==> src/rtl/router_pkg.sv <==
// Shared router definitions: flit field layout, TTL seed, encapsulator state encoding, header builder.
// The TRAIL state exists only when ENCAP_CHECKSUM_EN is defined.
package router_pkg;

  localparam int FLIT_W = 64;

  localparam int TTL_LSB = 62;
  localparam int TTL_W   = 2;
  localparam int SRC_LSB = 60;
  localparam int SRC_W   = 2;
  localparam int DST_LSB = 50;
  localparam int DST_W   = 10;
  localparam int HDR_LSB = 41;
  localparam int HDR_W   = 9;
  localparam int SEQ_LSB = 36;
  localparam int SEQ_W   = 5;

  localparam logic [TTL_W-1:0] TTL_INIT = 2'b11;

  typedef enum logic [2:0] {
    S_IDLE,
    S_HDR,
    S_RD,
    S_WAIT,
    S_WR,
`ifdef ENCAP_CHECKSUM_EN
    S_TRAIL,
`endif
    S_DONE
  } encap_state_e;

  // Header flit: TTL | src | dst | header info | sequence | zero fill
  function automatic logic [FLIT_W-1:0] build_hdr_flit(
    input logic [SRC_W-1:0] src,
    input logic [DST_W-1:0] dst,
    input logic [HDR_W-1:0] hdr,
    input logic [SEQ_W-1:0] seq
  );
    logic [FLIT_W-1:0] f;
    f = '0;
    f[TTL_LSB +: TTL_W] = TTL_INIT;
    f[SRC_LSB +: SRC_W] = src;
    f[DST_LSB +: DST_W] = dst;
    f[HDR_LSB +: HDR_W] = hdr;
    f[SEQ_LSB +: SEQ_W] = seq;
    return f;
  endfunction

endpackage

==> src/rtl/pkt_encap_if.sv <==
// Encapsulator bus bundle: controller start/parameters, local buffer read port, FIFO write port.
// master = encapsulator side, slave = environment (controller, buffer, FIFO).
interface pkt_encap_if #(
  parameter int ADDR_W = 10,
  parameter int DATA_W = 64
);
  logic              start_encap_pkt;
  logic [ADDR_W-1:0] router_dst_addr_send;
  logic [8:0]        header_pkt_send;
  logic [ADDR_W-1:0] src_base_addr;
  logic              mem_rd_en;
  logic [ADDR_W-1:0] mem_rd_addr;
  logic [DATA_W-1:0] mem_rd_data;
  logic              fifo_full;
  logic              fifo_wr_en;
  logic [DATA_W-1:0] fifo_wr_data;
  logic              encap_done;
  logic              busy;

  modport master (
    input  start_encap_pkt, router_dst_addr_send, header_pkt_send, src_base_addr,
    input  mem_rd_data, fifo_full,
    output mem_rd_en, mem_rd_addr, fifo_wr_en, fifo_wr_data, encap_done, busy
  );

  modport slave (
    output start_encap_pkt, router_dst_addr_send, header_pkt_send, src_base_addr,
    output mem_rd_data, fifo_full,
    input  mem_rd_en, mem_rd_addr, fifo_wr_en, fifo_wr_data, encap_done, busy
  );
endinterface

==> src/rtl/pkt_encap.sv <==
// Frame encapsulator: header flit + NUMBER_PACKET payload flits from the local buffer into FIFO 0.
// Define ENCAP_CHECKSUM_EN to append an XOR-of-payload trailer flit before completion.
module pkt_encap
  import router_pkg::*;
#(
  parameter int AURORA_DATA_WIDTH      = 64,
  parameter int ADDR_WIDTH             = 10,
  parameter int NUMBER_PACKET          = 19,
  parameter int RECOGNIZE_ROUTER_WIDTH = 2,
  parameter int SRC_ROUTER_ID          = 0
) (
  input  logic      clk,
  input  logic      rst_n,
  pkt_encap_if.master bus
);

  localparam int IDX_W = (NUMBER_PACKET > 1) ? $clog2(NUMBER_PACKET) : 1;
  localparam logic [IDX_W-1:0] LAST_IDX = IDX_W'(NUMBER_PACKET - 1);
  localparam logic [RECOGNIZE_ROUTER_WIDTH-1:0] SRC_ID = RECOGNIZE_ROUTER_WIDTH'(SRC_ROUTER_ID);

  encap_state_e state, nxt;

  logic [ADDR_WIDTH-1:0]        dst_q;
  logic [8:0]                   hdr_q;
  logic [ADDR_WIDTH-1:0]        base_q;
  logic [IDX_W-1:0]             idx_q;
  logic [SEQ_W-1:0]             seq_q;
  logic [AURORA_DATA_WIDTH-1:0] hold_q;
`ifdef ENCAP_CHECKSUM_EN
  logic [AURORA_DATA_WIDTH-1:0] cksum_q;
`endif

  logic [AURORA_DATA_WIDTH-1:0] hdr_flit;
  logic                         last;

  assign hdr_flit = AURORA_DATA_WIDTH'(build_hdr_flit(SRC_W'(SRC_ID), DST_W'(dst_q), hdr_q, seq_q));
  assign last     = (idx_q == LAST_IDX);
  assign bus.busy = (state != S_IDLE);

  always_ff @(posedge clk or negedge rst_n) begin
    if (!rst_n) state <= S_IDLE;
    else        state <= nxt;
  end

  // Writes are gated combinationally by fifo_full, so a stalled flit simply
  // holds its state; the buffer is never re-read.
  always_comb begin
    nxt              = state;
    bus.mem_rd_en    = 1'b0;
    bus.mem_rd_addr  = '0;
    bus.fifo_wr_en   = 1'b0;
    bus.fifo_wr_data = '0;
    bus.encap_done   = 1'b0;
    case (state)
      S_IDLE: if (bus.start_encap_pkt) nxt = S_HDR;
      S_HDR: begin
        bus.fifo_wr_en   = !bus.fifo_full;
        bus.fifo_wr_data = hdr_flit;
        if (!bus.fifo_full) nxt = S_RD;
      end
      S_RD: begin
        bus.mem_rd_en   = 1'b1;
        bus.mem_rd_addr = base_q + ADDR_WIDTH'(idx_q);
        nxt             = S_WAIT;
      end
      S_WAIT: nxt = S_WR;
      S_WR: begin
        bus.fifo_wr_en   = !bus.fifo_full;
        bus.fifo_wr_data = hold_q;
        if (!bus.fifo_full) begin
`ifdef ENCAP_CHECKSUM_EN
          nxt = last ? S_TRAIL : S_RD;
`else
          nxt = last ? S_DONE : S_RD;
`endif
        end
      end
`ifdef ENCAP_CHECKSUM_EN
      S_TRAIL: begin
        bus.fifo_wr_en   = !bus.fifo_full;
        bus.fifo_wr_data = cksum_q;
        if (!bus.fifo_full) nxt = S_DONE;
      end
`endif
      S_DONE: begin
        bus.encap_done = 1'b1;
        nxt            = S_IDLE;
      end
      default: nxt = S_IDLE;
    endcase
  end

  always_ff @(posedge clk or negedge rst_n) begin
    if (!rst_n) begin
      dst_q   <= '0;
      hdr_q   <= '0;
      base_q  <= '0;
      idx_q   <= '0;
      seq_q   <= '0;
      hold_q  <= '0;
`ifdef ENCAP_CHECKSUM_EN
      cksum_q <= '0;
`endif
    end else begin
      case (state)
        S_IDLE: if (bus.start_encap_pkt) begin
          dst_q   <= bus.router_dst_addr_send;
          hdr_q   <= bus.header_pkt_send;
          base_q  <= bus.src_base_addr;
          idx_q   <= '0;
`ifdef ENCAP_CHECKSUM_EN
          cksum_q <= '0;
`endif
        end
        S_WAIT: hold_q <= bus.mem_rd_data;
        S_WR: if (!bus.fifo_full) begin
          if (!last) idx_q <= idx_q + IDX_W'(1);
`ifdef ENCAP_CHECKSUM_EN
          cksum_q <= cksum_q ^ hold_q;
`endif
        end
        S_DONE: seq_q <= seq_q + SEQ_W'(1);
        default: ;
      endcase
    end
  end

endmodule

==> src/flat_wrapper.sv <==
// flat-port wrapper written by rule: the top's interface ports become plain ports
module pkt_encap_flat import router_pkg::*;
#(
  parameter int AURORA_DATA_WIDTH      = 64,
  parameter int ADDR_WIDTH             = 10,
  parameter int NUMBER_PACKET          = 19,
  parameter int RECOGNIZE_ROUTER_WIDTH = 2,
  parameter int SRC_ROUTER_ID          = 0
)
  (clk, rst_n, bus_start_encap_pkt, bus_router_dst_addr_send, bus_header_pkt_send, bus_src_base_addr, bus_mem_rd_data, bus_fifo_full, bus_mem_rd_en, bus_mem_rd_addr, bus_fifo_wr_en, bus_fifo_wr_data, bus_encap_done, bus_busy);
  pkt_encap_if #(.ADDR_W((10)), .DATA_W((64))) bus_i ();
  input  logic clk;
  input  logic rst_n;
  input wire logic [$bits(bus_i.start_encap_pkt)-1:0] bus_start_encap_pkt;
  input wire logic [$bits(bus_i.router_dst_addr_send)-1:0] bus_router_dst_addr_send;
  input wire logic [$bits(bus_i.header_pkt_send)-1:0] bus_header_pkt_send;
  input wire logic [$bits(bus_i.src_base_addr)-1:0] bus_src_base_addr;
  input wire logic [$bits(bus_i.mem_rd_data)-1:0] bus_mem_rd_data;
  input wire logic [$bits(bus_i.fifo_full)-1:0] bus_fifo_full;
  output wire logic [$bits(bus_i.mem_rd_en)-1:0] bus_mem_rd_en;
  output wire logic [$bits(bus_i.mem_rd_addr)-1:0] bus_mem_rd_addr;
  output wire logic [$bits(bus_i.fifo_wr_en)-1:0] bus_fifo_wr_en;
  output wire logic [$bits(bus_i.fifo_wr_data)-1:0] bus_fifo_wr_data;
  output wire logic [$bits(bus_i.encap_done)-1:0] bus_encap_done;
  output wire logic [$bits(bus_i.busy)-1:0] bus_busy;
  assign bus_i.start_encap_pkt = bus_start_encap_pkt;
  assign bus_i.router_dst_addr_send = bus_router_dst_addr_send;
  assign bus_i.header_pkt_send = bus_header_pkt_send;
  assign bus_i.src_base_addr = bus_src_base_addr;
  assign bus_i.mem_rd_data = bus_mem_rd_data;
  assign bus_i.fifo_full = bus_fifo_full;
  assign bus_mem_rd_en = bus_i.mem_rd_en;
  assign bus_mem_rd_addr = bus_i.mem_rd_addr;
  assign bus_fifo_wr_en = bus_i.fifo_wr_en;
  assign bus_fifo_wr_data = bus_i.fifo_wr_data;
  assign bus_encap_done = bus_i.encap_done;
  assign bus_busy = bus_i.busy;
  pkt_encap #(.AURORA_DATA_WIDTH(AURORA_DATA_WIDTH), .ADDR_WIDTH(ADDR_WIDTH), .NUMBER_PACKET(NUMBER_PACKET), .RECOGNIZE_ROUTER_WIDTH(RECOGNIZE_ROUTER_WIDTH), .SRC_ROUTER_ID(SRC_ROUTER_ID)) u_core (.clk(clk), .rst_n(rst_n), .bus(bus_i));
endmodule
==> config.mk <==
export PLATFORM = sky130hd
export DESIGN_NAME = pkt_encap_flat
export DESIGN_NICKNAME = d
export VERILOG_FILES = /design/src/rtl/router_pkg.sv /design/src/rtl/pkt_encap_if.sv /design/src/rtl/pkt_encap.sv /design/src/flat_wrapper.sv
export SDC_FILE = /design/constraint.sdc
export NUM_CORES = 1
export LEC_CHECK = 0
export CAP_MARGIN = 20
export CORE_AREA = 2 2 152 80
export CTS_CLUSTER_DIAMETER = 30
export DETAILED_ROUTE_END_ITERATION = 8
export DIE_AREA = 0 0 154 82
export GPL_TIMING_DRIVEN = 0
export PLACE_DENSITY_LB_ADDON = 0.2
export RECOVER_POWER = 25
export SLEW_MARGIN = 20
export SYNTH_ARGS = -nofsm -noshare
export SYNTH_HDL_FRONTEND = slang
export SYNTH_SLANG_ARGS = --single-unit
==> constraint.sdc <==
create_clock -name clk -period 2.2 [get_ports clk]
set_input_delay 0.22 -clock clk [delete_from_list [all_inputs] [get_ports clk]]
set_output_delay 0.22 -clock clk [all_outputs]
set_load 0.005 [all_outputs]
After elaboration in Yosys (flattened, before gate mapping)
Index checks and enable logic that the tools add are counted.
{ "op_classes": {"eq_ne": 10, "addsub": 3, "n_reduce_logical": 8, "n_mux": 14} }
{ "ops": {"columns": ["op", "count"], "rows": [
  ["one-hot mux 64 bit (2 select lines)", 1],
  ["two-way mux 5 bit", 3],
  ["one-hot mux 3 bit (5 select lines)", 1],
  ["two-way mux 3 bit", 4],
  ["adder 10 x 5 -> 10 bit", 1],
  ["adder 5 x 1 -> 5 bit, second input constant", 2],
  ["two-way mux 10 bit", 1],
  ["one-hot mux 5 bit (2 select lines)", 1],
  ["!= test 2 bit, second input constant", 4],
  ["equality test 3 x 2 -> 1 bit, second input constant", 2],
  ["equality test 3 bit, second input constant", 2],
  ["equality test 5 bit, second input constant", 1],
  ["AND reduction 4 bit", 1],
  ["equality test 3 x 1 -> 1 bit, second input constant", 1],
  ["logical NOT 3 bit", 1],
  ["two-way mux 1 bit", 3],
  ["AND reduction 3 bit", 1],
  ["nonzero test 3 bit", 1],
  ["AND reduction 2 bit", 1],
  ["nonzero test 2 bit", 1],
  ["OR reduction 2 bit", 1],
  ["logical NOT 1 bit", 1]
]} }
{ "totals": {"input_bits": 97, "out_inout_bits": 78, "reg_bits": 106, "elab_cells": 42} }

Logic depth before layout (Yosys ltp)
{ "depth": {"depth_word": 4, "ltp_mapped": 7, "depth_no_buf": 7} }

Worst setup path after synthesis
OpenSTA, ideal clock, no wires.
{ "synth_path": {"path_kind": "reg2out", "startpoint": "register u_core.idx_q[3]", "endpoint": "output bus_mem_rd_addr[9]", "stages_incl_launch_ff": 6, "n_path_buf": 0, "arrival_ns": 1.710, "path_slack_ns": 0.270, "required_time_ns": 1.980, "cell_sequence": "dfrtp_1 -> ha_1 -> o21ai_0 -> o21a_1 -> or4_1 -> a21oi_1"} }
{ "synth_via": {"elab_chain_cells": 2} }
{ "synth_rtl": {"columns": ["item", "line", "source"], "rows": [
  ["start: declaration", "pkt_encap.sv:26", "logic [IDX_W-1:0] idx_q;"],
  ["start signal: assignment", "pkt_encap.sv:117", "if (!last) idx_q <= idx_q + IDX_W'(1);"],
  ["adder 10 x 5 -> 10 bit", "pkt_encap.sv:63", "bus.mem_rd_addr = base_q + ADDR_WIDTH'(idx_q);"],
  ["two-way mux 10 bit", "pkt_encap.sv:54", "case (state)"],
  ["end: declaration", "flat_wrapper.sv:21", "output wire logic [$bits(bus_i.mem_rd_addr)-1:0] bus_mem_rd_addr;"]
]} }
No other way between the ends.

Worst setup path in the final report
{ "layout_path": {"startpoint": "register u_core.idx_q[1]", "endpoint": "output bus_mem_rd_addr[4]"} }
Same word-level chain as after synthesis.

==> impl_metrics.yaml <==
synth:
  synth-compound-area-share: 0.0814
  yosys.area_share.xor_xnor: 0.0104
  synth_top_area_share: 0.523
  yosys.area_share.simple: 0.172
  synth_area_leaders: "dfrtp_1 (52%), mux2_2 (14%), nand2_1 (6.8%)"
  ys_ff_latch: 106
  synth_cells: 456
  muxShareOfSynthArea: 0.148
  syn_avg_cell_area_um2: 11.1
  synth-edff-count: 0
  synth-seq-area-share: 0.523
  ys_warn_count: 0
  synth_top_family_by_area: "simple AND/OR/NAND/NOR gates"
  synthAdderAreaFrac: 0.0237
  yosysTopAreaCell: "dfrtp_1"
  async_reset_ff_frac: 1.00
  synth_area_mm2: 0.00507
  syn-num-nets: 562
  synth_ff_type: "dfrtp_1"
  synth.distinct_cells: 43
status:
  outcome: "complete, but fails checks"
  violations: "setup timing"
setup_path:
  start_kind: "flop"
  max_stage_delay_ns: 0.40
  crit_slowest_cell: "dfrtp_2"
  crit_chain: "buf_6 > inv_2 > fa_2 > nor2b_2 > buf_4 > o21ai_2 > a211oi_1 > buf_2"
  critPathMaxFanout: 3
  path_buf_inv: 4
  cp-end-kind: "output pin"
  crit_family: "buffers and inverters"
  required_ns: 1.98
  worstPathArrival_ns: 2.15
  path_class: "reg2out"
power:
  combPwrFrac: 0.462
  p_int_w: 0.00603
  clock_power_share: 0.167
  power_w: 0.00913
  seqPwrFrac: 0.371
  swShare: 0.339
  power.switching_w: 0.00310
  power.density_mw_per_mm2: 1180
  leakage_nw: 3.82
  vdd_ir_drop_max_uv: 537
sta:
  max_freq_ghz: 0.423
  fin_crit_ns: 2.37
  fin_crit_sh: 1.08
  slew_viol_final: 0
  slew_headroom: 0.443
  worst_pin_slew_ns: 0.836
  skew_ns: 0.00653
  hold_viol_final: 0
  fin_ws_ns: -0.165
  rsz0062_at_grt: "true"
  finalSetupTns_ns: -0.629
  setup_violations: 6
clock_network:
  clk_latency_ns: 0.34
  cts_sinks: 106
  clk_pin_slew_ns: 0.07
  cts-root-buf: "clkbuf_16"
  htree_levels: 3
  cts_made_buffers: 9
  cts.path.max_buffers: 2
  cts_tree: "done"
drt:
  vias: 4244
  drtPass1Iterations: 4
  route.detailed.drc: 0
  antenna_left: 0
  avgRoutedWirePerCell_um: 17.6
  drt_iter0_markers: 230
  viasPerCell: 5.08
  drt_wl_total_mm: 14.7
run:
  maxCapViolations: 0
global_route:
  grt_pass1_wl_mm: 22.5
  grt-ovfl-total: 0
  grt_antenna_before_repair: 0
  grt_max_degree: 74
  grt_usage: 0.232
  grt_pass1_vias: 4343
floorplanning:
  rows: 28
  dieArea_mm2: 0.0126
  die_h_um: 82
  start_util: 0.446
  core-area_mm2: 0.0114
  num_io_pins: 175
  dieWidth_um: 154
layout:
  fill_cells: 882
  drive_gt1_frac: 0.274
  utilization: 0.682
  most-common-layout-cells: "dfrtp_1 (103), clkdlybuf4s50_1 (97), nand2_1 (92)"
  layout_commonest_cell: "dfrtp_1"
  num_antenna_cells: 0
  final_nets: 788
  area_growth_pct: 53.0
placed_design:
  dpl.hpwl_mm: 9.97
  io_buffers: 174
  gp_congestion: 0.849
hold_path:
  worstHoldPathType: "in2reg"
-- sequential cells by signal, summed over array words and instances (netlist names) --
name,count
u_core.base_q,10
u_core.dst_q,10
u_core.hdr_q,9
u_core.hold_q,64
u_core.idx_q,5
u_core.seq_q,5
u_core.state,3
-- tightest hold or removal path, cell delays in order --
cell             delay [ns]
clkdlybuf4s50_1        0.40
nand2_1                0.06
nand2_1                0.04
-- worst paths after layout --
check                      slack [ns]  cells after the start                        start                 end
max in group asynchronous        0.51                      3                        rst_n     u_core.idx_q[0]
setup reg to reg                 0.17                      6              u_core.state[1]     u_core.dst_q[7]
hold reg to reg                  0.48                      2              u_core.hdr_q[8]     u_core.hdr_q[8]
min in group asynchronous        0.52                      2                        rst_n    u_core.base_q[7]
hold / removal                   0.40                      3  bus_router_dst_addr_send[2]     u_core.dst_q[2]
setup / recovery                -0.17                      8              u_core.idx_q[1]  bus_mem_rd_addr[4]
-- routing by layer --
layer | track usage | share of wire
met5 | 0 | 0
met2 | 0.362 | 0.45
met4 | 0.0430 | 0.0061
met1 | 0.316 | 0.45
met3 | 0.0844 | 0.090
-- final cells by class --
type                    count  area, um^2  area share
flip-flops and latches    106        2660       0.342
clock inverters             6        48.8     0.00629
inverters                   7        38.8     0.00500
repair buffers            218        2000       0.258
multi-input cells         314        2340       0.302
well taps                 150         188      0.0242
plain buffers              26         256      0.0330
clock buffers               9         225      0.0290
-- cell families after synthesis --
group	after synthesis
buffers and inverters	36
adder cells (fa/ha/maj)	9
AND/OR/NAND/NOR	177
flip-flops	106
XOR/XNOR	6
multiplexers	67
AO/OA/AOI/OAI	55
-- synthesized netlist by cell type (all sizes together), types with 2 or more instances --
library cell and count:
clkbuf 11, nor3b 3, nand4 5, a211oi 3
a22o 24, and2 39, or4 2, dfrtp 106
a21oi 4, nor2b 7, xor2 3, mux2 65
inv 6, o21ai 11, nand2 92, o31ai 3
nand3 4, mux2i 2, xnor2 3, nor3 2
o21a 2, buf 18, a21o 3, ha 8
nor2 12, nand2b 4
-- through the flow --
step	std cells	hold slack (ns)	cell area [um^2]	setup slack [ns]
after floorplan	456	-0.0756	5070	0.270
after global placement	780	0.459	7000	-3.02
after detailed placement	781	0.133	7030	-0.382
after CTS	825	0.332	7660	-0.149
after global routing	836	0.404	7760	-0.216
final	836	0.404	7760	-0.165
-- what timing repair did --
action                                  CTS  global route
resized for setup                       152            36
pin swaps                                15            16
hold buffers                              1             0
setup buffers                            28            13
endpoints found under the setup margin   75            27
cloned                                    0             1
hold endpoints to repair                 33             0
-- power groups by stage --
stage | clock, W | sequential, W | combinational [W]
6_report | 0.00153 | 0.00339 | 0.00422
3_5_place_dp | 0 | 0.00339 | 0.00377
5_1_grt | 0.00167 | 0.00349 | 0.00457
4_1_cts | 0.00158 | 0.00337 | 0.00405
3_3_place_gp | 0 | 0.00333 | 0.00364
2_1_floorplan | 0 | 0.00323 | 0.00224
(Power assumes the default switching activity.)
